$ cat src/rtl/core_pkg.sv
// core_pkg: shared types and helpers for the pipeline sequencing logic.
//   state_t      - memory-access sequencer state (IDLE / WAIT)
//   REG_ZERO     - architectural $zero register index
//   hazard_match - true when a load destination feeds a source operand
package core_pkg;

    typedef enum logic {
        IDLE = 1'b0,
        WAIT = 1'b1
    } state_t;

    localparam logic [4:0] REG_ZERO = 5'd0;

    // $zero is never a real dependency, so a load targeting it never stalls.
    function automatic logic hazard_match(input logic [4:0] dst, input logic [4:0] src);
        return (dst != REG_ZERO) && (dst == src);
    endfunction

endpackage

$ cat src/rtl/mem_stall_ctrl_hazard_detect.sv
// hazard_detect: combinational load-use comparator.
//   idexmemread - ID/EX instruction is a load
//   idexrt      - destination register of that load
//   ifidrs      - rs of the IF/ID instruction
//   ifidrt      - rt of the IF/ID instruction
//   lu          - load-use hazard: one bubble is required
module hazard_detect
    import core_pkg::*;
(
    input  logic       idexmemread,
    input  logic [4:0] idexrt,
    input  logic [4:0] ifidrs,
    input  logic [4:0] ifidrt,
    output logic       lu
);

    always_comb begin
        lu = idexmemread &
             (hazard_match(idexrt, ifidrs) | hazard_match(idexrt, ifidrt));
    end

endmodule

$ cat src/rtl/mem_stall_ctrl.sv
// mem_stall_ctrl: pipeline sequencing controller for the 5-stage MIPS core.
//   clk, rst_n                  - clock, synchronous active-low reset
//   exmmemread / exmmemwrite    - EX/MEM holds a load / store
//   dmem_ack                    - data memory completes the access this cycle
//   idexmemread, idexrt         - ID/EX load and its destination
//   ifidrs, ifidrt              - IF/ID source registers
//   dmem_req                    - data-memory request (combinational)
//   pc_en, ifid_en, idex_en,
//   exm_en, mwb_en              - stage register enables
//   idex_flush                  - load a bubble into ID/EX
//   mem_err                     - sticky access-timeout flag
//   stall_cnt                   - saturating count of stall cycles
module mem_stall_ctrl
    import core_pkg::*;
#(
    parameter int MAX_WAIT = 16,
    parameter int CNT_W    = 32
) (
    input  logic             clk,
    input  logic             rst_n,
    input  logic             exmmemread,
    input  logic             exmmemwrite,
    input  logic             dmem_ack,
    input  logic             idexmemread,
    input  logic [4:0]       idexrt,
    input  logic [4:0]       ifidrs,
    input  logic [4:0]       ifidrt,
    output logic             dmem_req,
    output logic             pc_en,
    output logic             ifid_en,
    output logic             idex_en,
    output logic             idex_flush,
    output logic             exm_en,
    output logic             mwb_en,
    output logic             mem_err,
    output logic [CNT_W-1:0] stall_cnt
);

    localparam int WC_W = $clog2(MAX_WAIT + 1);
    localparam logic [WC_W-1:0] WC_MAX = WC_W'(MAX_WAIT);

    state_t          state, state_nxt;
    logic [WC_W-1:0] wait_cnt, wait_cnt_nxt;
    logic            memop;
    logic            req_raw;
    logic            mem_stall;
    logic            mem_timeout;
    logic            lu;

    assign memop = exmmemread | exmmemwrite;

    hazard_detect u_hazard_detect (
        .idexmemread (idexmemread),
        .idexrt      (idexrt),
        .ifidrs      (ifidrs),
        .ifidrt      (ifidrt),
        .lu          (lu)
    );

    // Access sequencer. An ack always takes priority over the timeout check.
    always_comb begin
        state_nxt    = state;
        wait_cnt_nxt = wait_cnt;
        req_raw      = 1'b0;
        mem_stall    = 1'b0;
        mem_timeout  = 1'b0;
        case (state)
            IDLE: begin
                req_raw = memop;
                if (memop && !dmem_ack) begin
                    mem_stall    = 1'b1;
                    state_nxt    = WAIT;
                    wait_cnt_nxt = WC_W'(1);
                end
            end
            WAIT: begin
                req_raw = 1'b1;
                if (dmem_ack) begin
                    state_nxt    = IDLE;
                    wait_cnt_nxt = '0;
                end else if (wait_cnt < WC_MAX) begin
                    mem_stall    = 1'b1;
                    wait_cnt_nxt = wait_cnt + WC_W'(1);
                end else begin
                    mem_timeout  = 1'b1;
                    state_nxt    = IDLE;
                    wait_cnt_nxt = '0;
                end
            end
            default: begin
                state_nxt    = IDLE;
                wait_cnt_nxt = '0;
            end
        endcase
    end

    // Stage control: memory freeze beats the load-use bubble.
    always_comb begin
        dmem_req   = 1'b0;
        pc_en      = 1'b1;
        ifid_en    = 1'b1;
        idex_en    = 1'b1;
        idex_flush = 1'b0;
        exm_en     = 1'b1;
        mwb_en     = 1'b1;
        if (rst_n) begin
            dmem_req = req_raw;
            if (mem_stall) begin
                // MEM/WB freezes too so its value stays valid for WB forwarding.
                pc_en   = 1'b0;
                ifid_en = 1'b0;
                idex_en = 1'b0;
                exm_en  = 1'b0;
                mwb_en  = 1'b0;
            end else if (lu) begin
                pc_en      = 1'b0;
                ifid_en    = 1'b0;
                idex_flush = 1'b1;
            end
        end
    end

    always_ff @(posedge clk) begin
        if (!rst_n) begin
            state     <= IDLE;
            wait_cnt  <= '0;
            mem_err   <= 1'b0;
            stall_cnt <= '0;
        end else begin
            state    <= state_nxt;
            wait_cnt <= wait_cnt_nxt;
            if (mem_timeout) begin
                mem_err <= 1'b1;
            end
            if ((mem_stall || lu) && (stall_cnt != '1)) begin
                stall_cnt <= stall_cnt + CNT_W'(1);
            end
        end
    end

endmodule

$ cat config.mk
export PLATFORM = sky130hd
export DESIGN_NAME = mem_stall_ctrl
export DESIGN_NICKNAME = d
export VERILOG_FILES = /design/src/rtl/core_pkg.sv /design/src/rtl/mem_stall_ctrl_hazard_detect.sv /design/src/rtl/mem_stall_ctrl.sv
export SDC_FILE = /design/constraint.sdc
export NUM_CORES = 1
export LEC_CHECK = 0
export ABC_AREA = 0
export BUFFER_PORTS_ARGS = -buffer_cell sky130_fd_sc_hd__buf_2
export CAP_MARGIN = 20
export CORE_MARGIN = 4
export CORE_UTILIZATION = 40
export CTS_CLUSTER_SIZE = 20
export DETAILED_ROUTE_END_ITERATION = 12
export SETUP_SLACK_MARGIN = 0.2
export SLEW_MARGIN = 25
export SYNTH_ARGS = -nofsm -noshare
export SYNTH_HDL_FRONTEND = slang
export SYNTH_SLANG_ARGS = --single-unit
$ cat constraint.sdc
create_clock -name clk -period 3.6 [get_ports clk]
set_input_delay 0.72 -clock clk [delete_from_list [all_inputs] [get_ports clk]]
set_output_delay 0.72 -clock clk [all_outputs]
set_load 0.01 [all_outputs]
==> impl_results.md, run 1 <==
- Final setup viols: 0
- Area leader, netlist: dfxtp_1
- Via-to-Cell Ratio: between 5 and 6
- Die Area: 6880 um2
- Layout cells sized above 1: a little under a quarter
- P&R area growth vs syn: 18.1%
- Reg-to-Reg Start: state
- Hold EP: mem_err
- Setup TNS: 0 ns
- Area of all placed cells without fillers: around 2700 um2
- Final worst path period need: a little under 3 ns
- Met1 WL: roughly 2.7 mm
- Syn nets: a little over 300
- Nets: between 300 and 400
- Root Buffer: clkbuf_8
- Count leader, synth: dfxtp_1
- Hold-fix buffers at CTS: 0
- Post-CTS Setup Inserts: 0
- Fin. max-slew vios: 0
- Synth cell types: 46
- PwrDens: about 310 nW/um2
- Run status: completed
- Tot Pwr: just over 800 uW
- CP required: between 2 and 3 ns
- FF-to-FF path depth: 6
- Critical path class: in2out
- Core area: 5470 um2
- Largest net degree at the start of global routing: 42
- Worst Setup SP: idexrt[1]
- Grt total ovfl: 0
- H-tree levels: 2
- Synth Cell Area: between 2000 and 2500 um2
- CP max FO: 4
- Fillers: ~570
- RSZ-0062 raised after global routing: false
- Die height: ~83 um
- Cells after synthesis: around 290
- Die width: a little over 80 um
- DR WL met3: a little over 300 um
- Buffers on Ports: 60
- Post-synth EDFFs: 0
- Main flop type after synthesis: dfxtp_1
- Routed wl met2: between 2 and 3 mm
- DP Wirelength: 4.18 mm
- Top Metal Used: met4
- R2R Setup Slk: around 1.3 ns
- Final clock skew: 0.0124 ns
- WHS Path Cells: 2
- Final Util: roughly 48%
- Worst Max-Slew Pin Slew: about 0.56 ns
- Clk_lat worst skew: 0.30 ns
- Max_slew headroom: 62.5%
- # rows: 27
- Hold Crit Start: mem_err
- Max-Cap Viols: 0
- Crit. End Element: output pin
- Yosys warns: 0
- Total global-route track usage: ~17%
- Vias in the first global route: around 2200
- Worst Hold Class: reg2reg
- Critical path launch point type: primary input
- CP arrival: 2.23 ns
- Via count: 2282
- Clock Sinks: 39
- Initial antenna violation count: 0
- Synth area leaders: dfxtp_1, a21oi_1, nand2_1, or3_1, xnor2_1
- Iter 0 DRT Violations: 138
- Peak supply drop: 0.133 mV
- Post-synthesis sequential area ratio: approximately a third
- Final routed DRC violation total: 0
- Worst-case clock buffer depth: 2
- Avg Cell Area, Syn: ~7.9 um2
- First-pass GRT wire length: just over 10 mm
- Fmax: around 0.34 GHz
- Final worst-path cycle share: just over 80%
- Diode count: 0
- Pleak: ~0.00097 uW
- Router iterations before antenna repair: 4
- CTS tree: done
- Synth top cells by count: dfxtp_1, nand2_1, a21oi_1
- Routed WL: ~6 mm
- Number of nets with antenna violations after routing: 0
- Cell Area, Placed: 2570 um2
- RR Endpoint: stall_cnt[14]
- Clock transition at path regs: 0.07 ns
- Synthesized flop and latch total: 39
- Wire per inst: roughly 14 um
- Placer Congestion: between 0.8 and 0.9
- Final-report hold violation count: 0
- Initial Utilization: a little over 40%
- IO Count: around 60
- CTS resizes: 0
- CTS Buf Count: 5
- Share of the synthesized area in the top cell type: between 30% and 40%
- Async S/R FF share, synth: 0%
-- per-stage QoR --
step / worst slack, ns / hold WS (ns) / instances
floorplan: 0.494 / 0.449 / 285
global placement: 0.665 / 0.461 / 402
finish: 0.646 / 0.478 / 410
CTS: 0.618 / 0.483 / 410
global route: 0.483 / 0.507 / 410
detailed placement: 0.631 / 0.469 / 402
-- layout make-up --
class / instances / area [um2] / share of cell area, %
sequential: 39 / 781 / 29.4
multi-input combinational: 218 / 1350 / 50.7
clock inverter: 1 / 5.00 / 0.189
tap: 72 / 90.1 / 3.39
timing repair buffer: 62 / 315 / 11.9
clock buffer: 7 / 76.3 / 2.88
inverter: 11 / 41.3 / 1.56
-- cell families (layout without fill, tap and decap cells) --
family                     Yosys count  in the layout  share of synthesized area [%]
buffers and inverters               28             81                           5.62
adders and majority gates            2              2                           1.11
AOI/OAI and AO/OA                   68             68                           18.8
DFF                                 39             39                           34.7
muxes                                4              4                           1.78
and+or+nand+nor                    131            131                           32.9
xor gates and xnor gates            13             13                           5.07
-- metal layers --
metal | GRT usage, % | up-vias
met1 | 22.1 | 1065
met4 | 4.46 | 0
met2 | 29.0 | 50
met3 | 4.37 | 8
met5 | 0 | -
li1 | - | 1159
-- flip-flops by register name (all words and copies together), names as in the netlist --
signal	count
state	1
wait_cnt	5
mem_err	1
stall_cnt	32
-- where the power goes --
group          total (uW)  internal, uW  switching, uW
sequential            441           435           5.43
clock                 291           136            155
combinational        85.0          32.8           52.2
total                 817           604            212
-- layout by cell type, fill, tap and decap left out, types with 4 or more instances in the layout --
cell / synthesis / layout
xnor2_1: 10 / 10
or3_1: 15 / 15
clkbuf_8: 0 / 5
nor4_1: 6 / 6
o31ai_1: 9 / 9
nand2b_1: 5 / 5
o21ai_0: 15 / 15
mux2i_1: 4 / 4
inv_1: 10 / 10
nand2_1: 30 / 30
or2_2: 4 / 4
nand4_1: 13 / 13
nand3_1: 9 / 9
a21oi_1: 25 / 25
nor2_1: 16 / 16
dfxtp_1: 39 / 39
nor3_1: 10 / 9
buf_2: 8 / 60
or4_1: 10 / 10
-- worst max-delay path, stage by stage --
cell and delay, ns:
buf_2 0.12, or4_1 0.51, o21ai_0 0.37, o21a_1 0.25, nand2b_1 0.13, buf_2 0.13
-- worst max path at each step --
stage | cells after the start | slack (ns) | endpoint
6_report | 6 | 0.65 | pc_en
5_1_grt | 6 | 0.48 | ifid_en
4_1_cts | 6 | 0.62 | pc_en
3_5_place_dp | 6 | 0.63 | ifid_en
3_3_place_gp | 6 | 0.67 | ifid_en
2_1_floorplan | 7 | 0.49 | pc_en
(Power assumes the default switching activity.)
==> run 2: changes to the inputs <==
--- a/config.mk
+++ b/config.mk
@@ -12,6 +12,7 @@
 export CORE_UTILIZATION = 40
 export CTS_CLUSTER_SIZE = 20
 export DETAILED_ROUTE_END_ITERATION = 12
+export PLACE_DENSITY = 0.66
 export SETUP_SLACK_MARGIN = 0.2
 export SLEW_MARGIN = 25
 export SYNTH_ARGS = -nofsm -noshare
==> constraint.sdc (replaced) <==
create_clock -name clk -period 2.42 [get_ports clk]
set_input_delay 0.484 -clock clk [delete_from_list [all_inputs] [get_ports clk]]
set_output_delay 0.484 -clock clk [all_outputs]
set_load 0.01 [all_outputs]
==> impl_results.md, run 2 (same netlist as run 1, synthesis figures left out) <==
- Wire per inst: 14.7 um
- Core area: approximately 5500 um2
- RSZ-0062 raised after global routing: true
- Pleak: 0.00110 uW
- Grt total ovfl: 0
- Via-to-Cell Ratio: roughly 5.6
- Final worst path period need: around 2.2 ns
- Largest net degree at the start of global routing: 24
- CP max FO: 3
- Die width: ~83 um
- Clock transition at path regs: about 0.07 ns
- Router iterations before antenna repair: 4
- PwrDens: about 430 nW/um2
- H-tree levels: 2
- Most frequent cells in the layout: buf_2, dfxtp_1, nand2_1, a21oi_1, buf_4
- Iter 0 DRT Violations: ~140
- Hold Crit Start: mem_err
- GR met2 Demand/Resource: about 29%
- Peak supply drop: roughly 0.21 mV
- Final setup viols: 0
- Initial antenna violation count: 0
- Worst-case clock buffer depth: 2
- Multi-input logic area: 1450 um2
- Number of flip-flops in the largest register: 32
- CP required: between 1.5 and 2 ns
- Buffers on Ports: 60
- Final clock skew: 0.00392 ns
- Grt peak-use layer: met2
- CTS Buf Count: 5
- Vias in the first global route: ~2200
- Worst Max-Slew Pin Slew: about 0.51 ns
- WHS Path Cells: 2
- R2R Setup Slk: between 0.2 and 0.3 ns
- Via count: 2384
- Hold-fix buffers at CTS: 0
- Final routed DRC violation total: 0
- P&R area growth vs syn: 28.7%
- # rows: 27
- Final Util: 52.8%
- Placer Congestion: 0.899
- Fillers: approximately 560
- Root Buffer: clkbuf_8
- CTS tree: done
- Hold EP: mem_err
- Total global-route track usage: between 10% and 20%
- Met1 global-route usage: a little under a quarter
- Clk_lat worst skew: 0.29 ns
- Critical path launch point type: primary input
- RR Endpoint: stall_cnt[29]
- IO Count: 61
- Biggest regs: stall_cnt (32), wait_cnt (5)
- Final worst-path cycle share: 90.8%
- FF-to-FF path depth: 6
- Die height: between 80 and 90 um
- Nets: between 300 and 400
- Worst Hold Class: reg2reg
- Number of nets with antenna violations after routing: 0
- GR Util met3: 3.57%
- Reg-to-Reg Start: stall_cnt[7]
- Max_slew headroom: about 65%
- Final-report hold violation count: 0
- Fin. max-slew vios: 0
- Clock Sinks: 39
- Initial Utilization: approximately 41%
- Routed WL: around 6.2 mm
- Fmax: between 0.4 and 0.5 GHz
- Diode count: 0
- First-pass GRT wire length: about 10 mm
- CP arrival: roughly 1.7 ns
- Max-Cap Viols: 0
- Setup TNS: 0 ns
- Die Area: between 6000 and 7000 um2
- Leading cell type in the layout, fill and taps excluded: buf_2
- Crit. End Element: output pin
- DP Wirelength: 4.55 mm
- Most flops, register: stall_cnt
- Register area: about 790 um2
- Run status: completed
- Critical path class: in2out
- Layout cells sized above 1: between 30% and 40%
- Tot Pwr: between 1000 and 1500 uW
[run 2: worst max path at each step]
stage / from / cells after the start / to / slack [ns]
after CTS: idexrt[1] / 6 / pc_en / 0.20
after global placement: idexrt[1] / 6 / ifid_en / 0.05
final: idexrt[1] / 6 / pc_en / 0.22
after detailed placement: idexrt[1] / 6 / pc_en / 0.05
after global routing: idexrt[1] / 6 / ifid_en / 0.19
after floorplan: idexrt[1] / 7 / pc_en / 0.04
[run 2: cell type report]
| cell class | instances | share of cell area (%) |
|---|---|---|
| timing repair buffer | 78 | 15.2 |
| sequential | 39 | 27.5 |
| inverter | 11 | 1.43 |
| tap | 72 | 3.12 |
| multi-input combinational | 218 | 50.0 |
| clock inverter | 1 | 0.173 |
| clock buffer | 7 | 2.64 |
[run 2: per-layer routing]
| layer | vias up | share of wire (%) |
|---|---|---|
| li1 | 1187 | - |
| met1 | 1123 | 46 |
| met2 | 68 | 47 |
| met3 | 6 | 5.4 |
| met4 | 0 | 1.2 |
| met5 | - | 0 |
[run 2: through the flow]
| step | hold slack (ns) | setup WS [ns] | cell area (um2) | std cells |
|---|---|---|---|---|
| after floorplan | 0.449 | 0.0370 | 2290 | 285 |
| after global placement | 0.447 | 0.0493 | 2710 | 417 |
| after detailed placement | 0.467 | 0.0461 | 2710 | 417 |
| after CTS | 0.487 | 0.203 | 2820 | 426 |
| after global routing | 0.519 | 0.191 | 2890 | 426 |
| final | 0.481 | 0.223 | 2890 | 426 |
[run 2: what timing repair did]
action	4_1_cts	5_1_grt
pin swaps	1	1
setup endpoints to repair	9	23
buffers inserted	1	0
resized for setup	6	19
[run 2: worst max-delay path, cell delays in order]
cell,delay (ns)
buf_2,0.13
or4_4,0.55
o21ai_4,0.15
o21a_4,0.16
nand2b_4,0.12
buf_2,0.12
[run 2: where the power goes]
part           internal [uW]  switching, uW  total [uW]  leakage, uW
Clock                    202            224         426    0.0000422
Combinational           70.6           87.3         158     0.000734
Sequential               646           7.71         653     0.000319
Total                    919            319        1240      0.00110
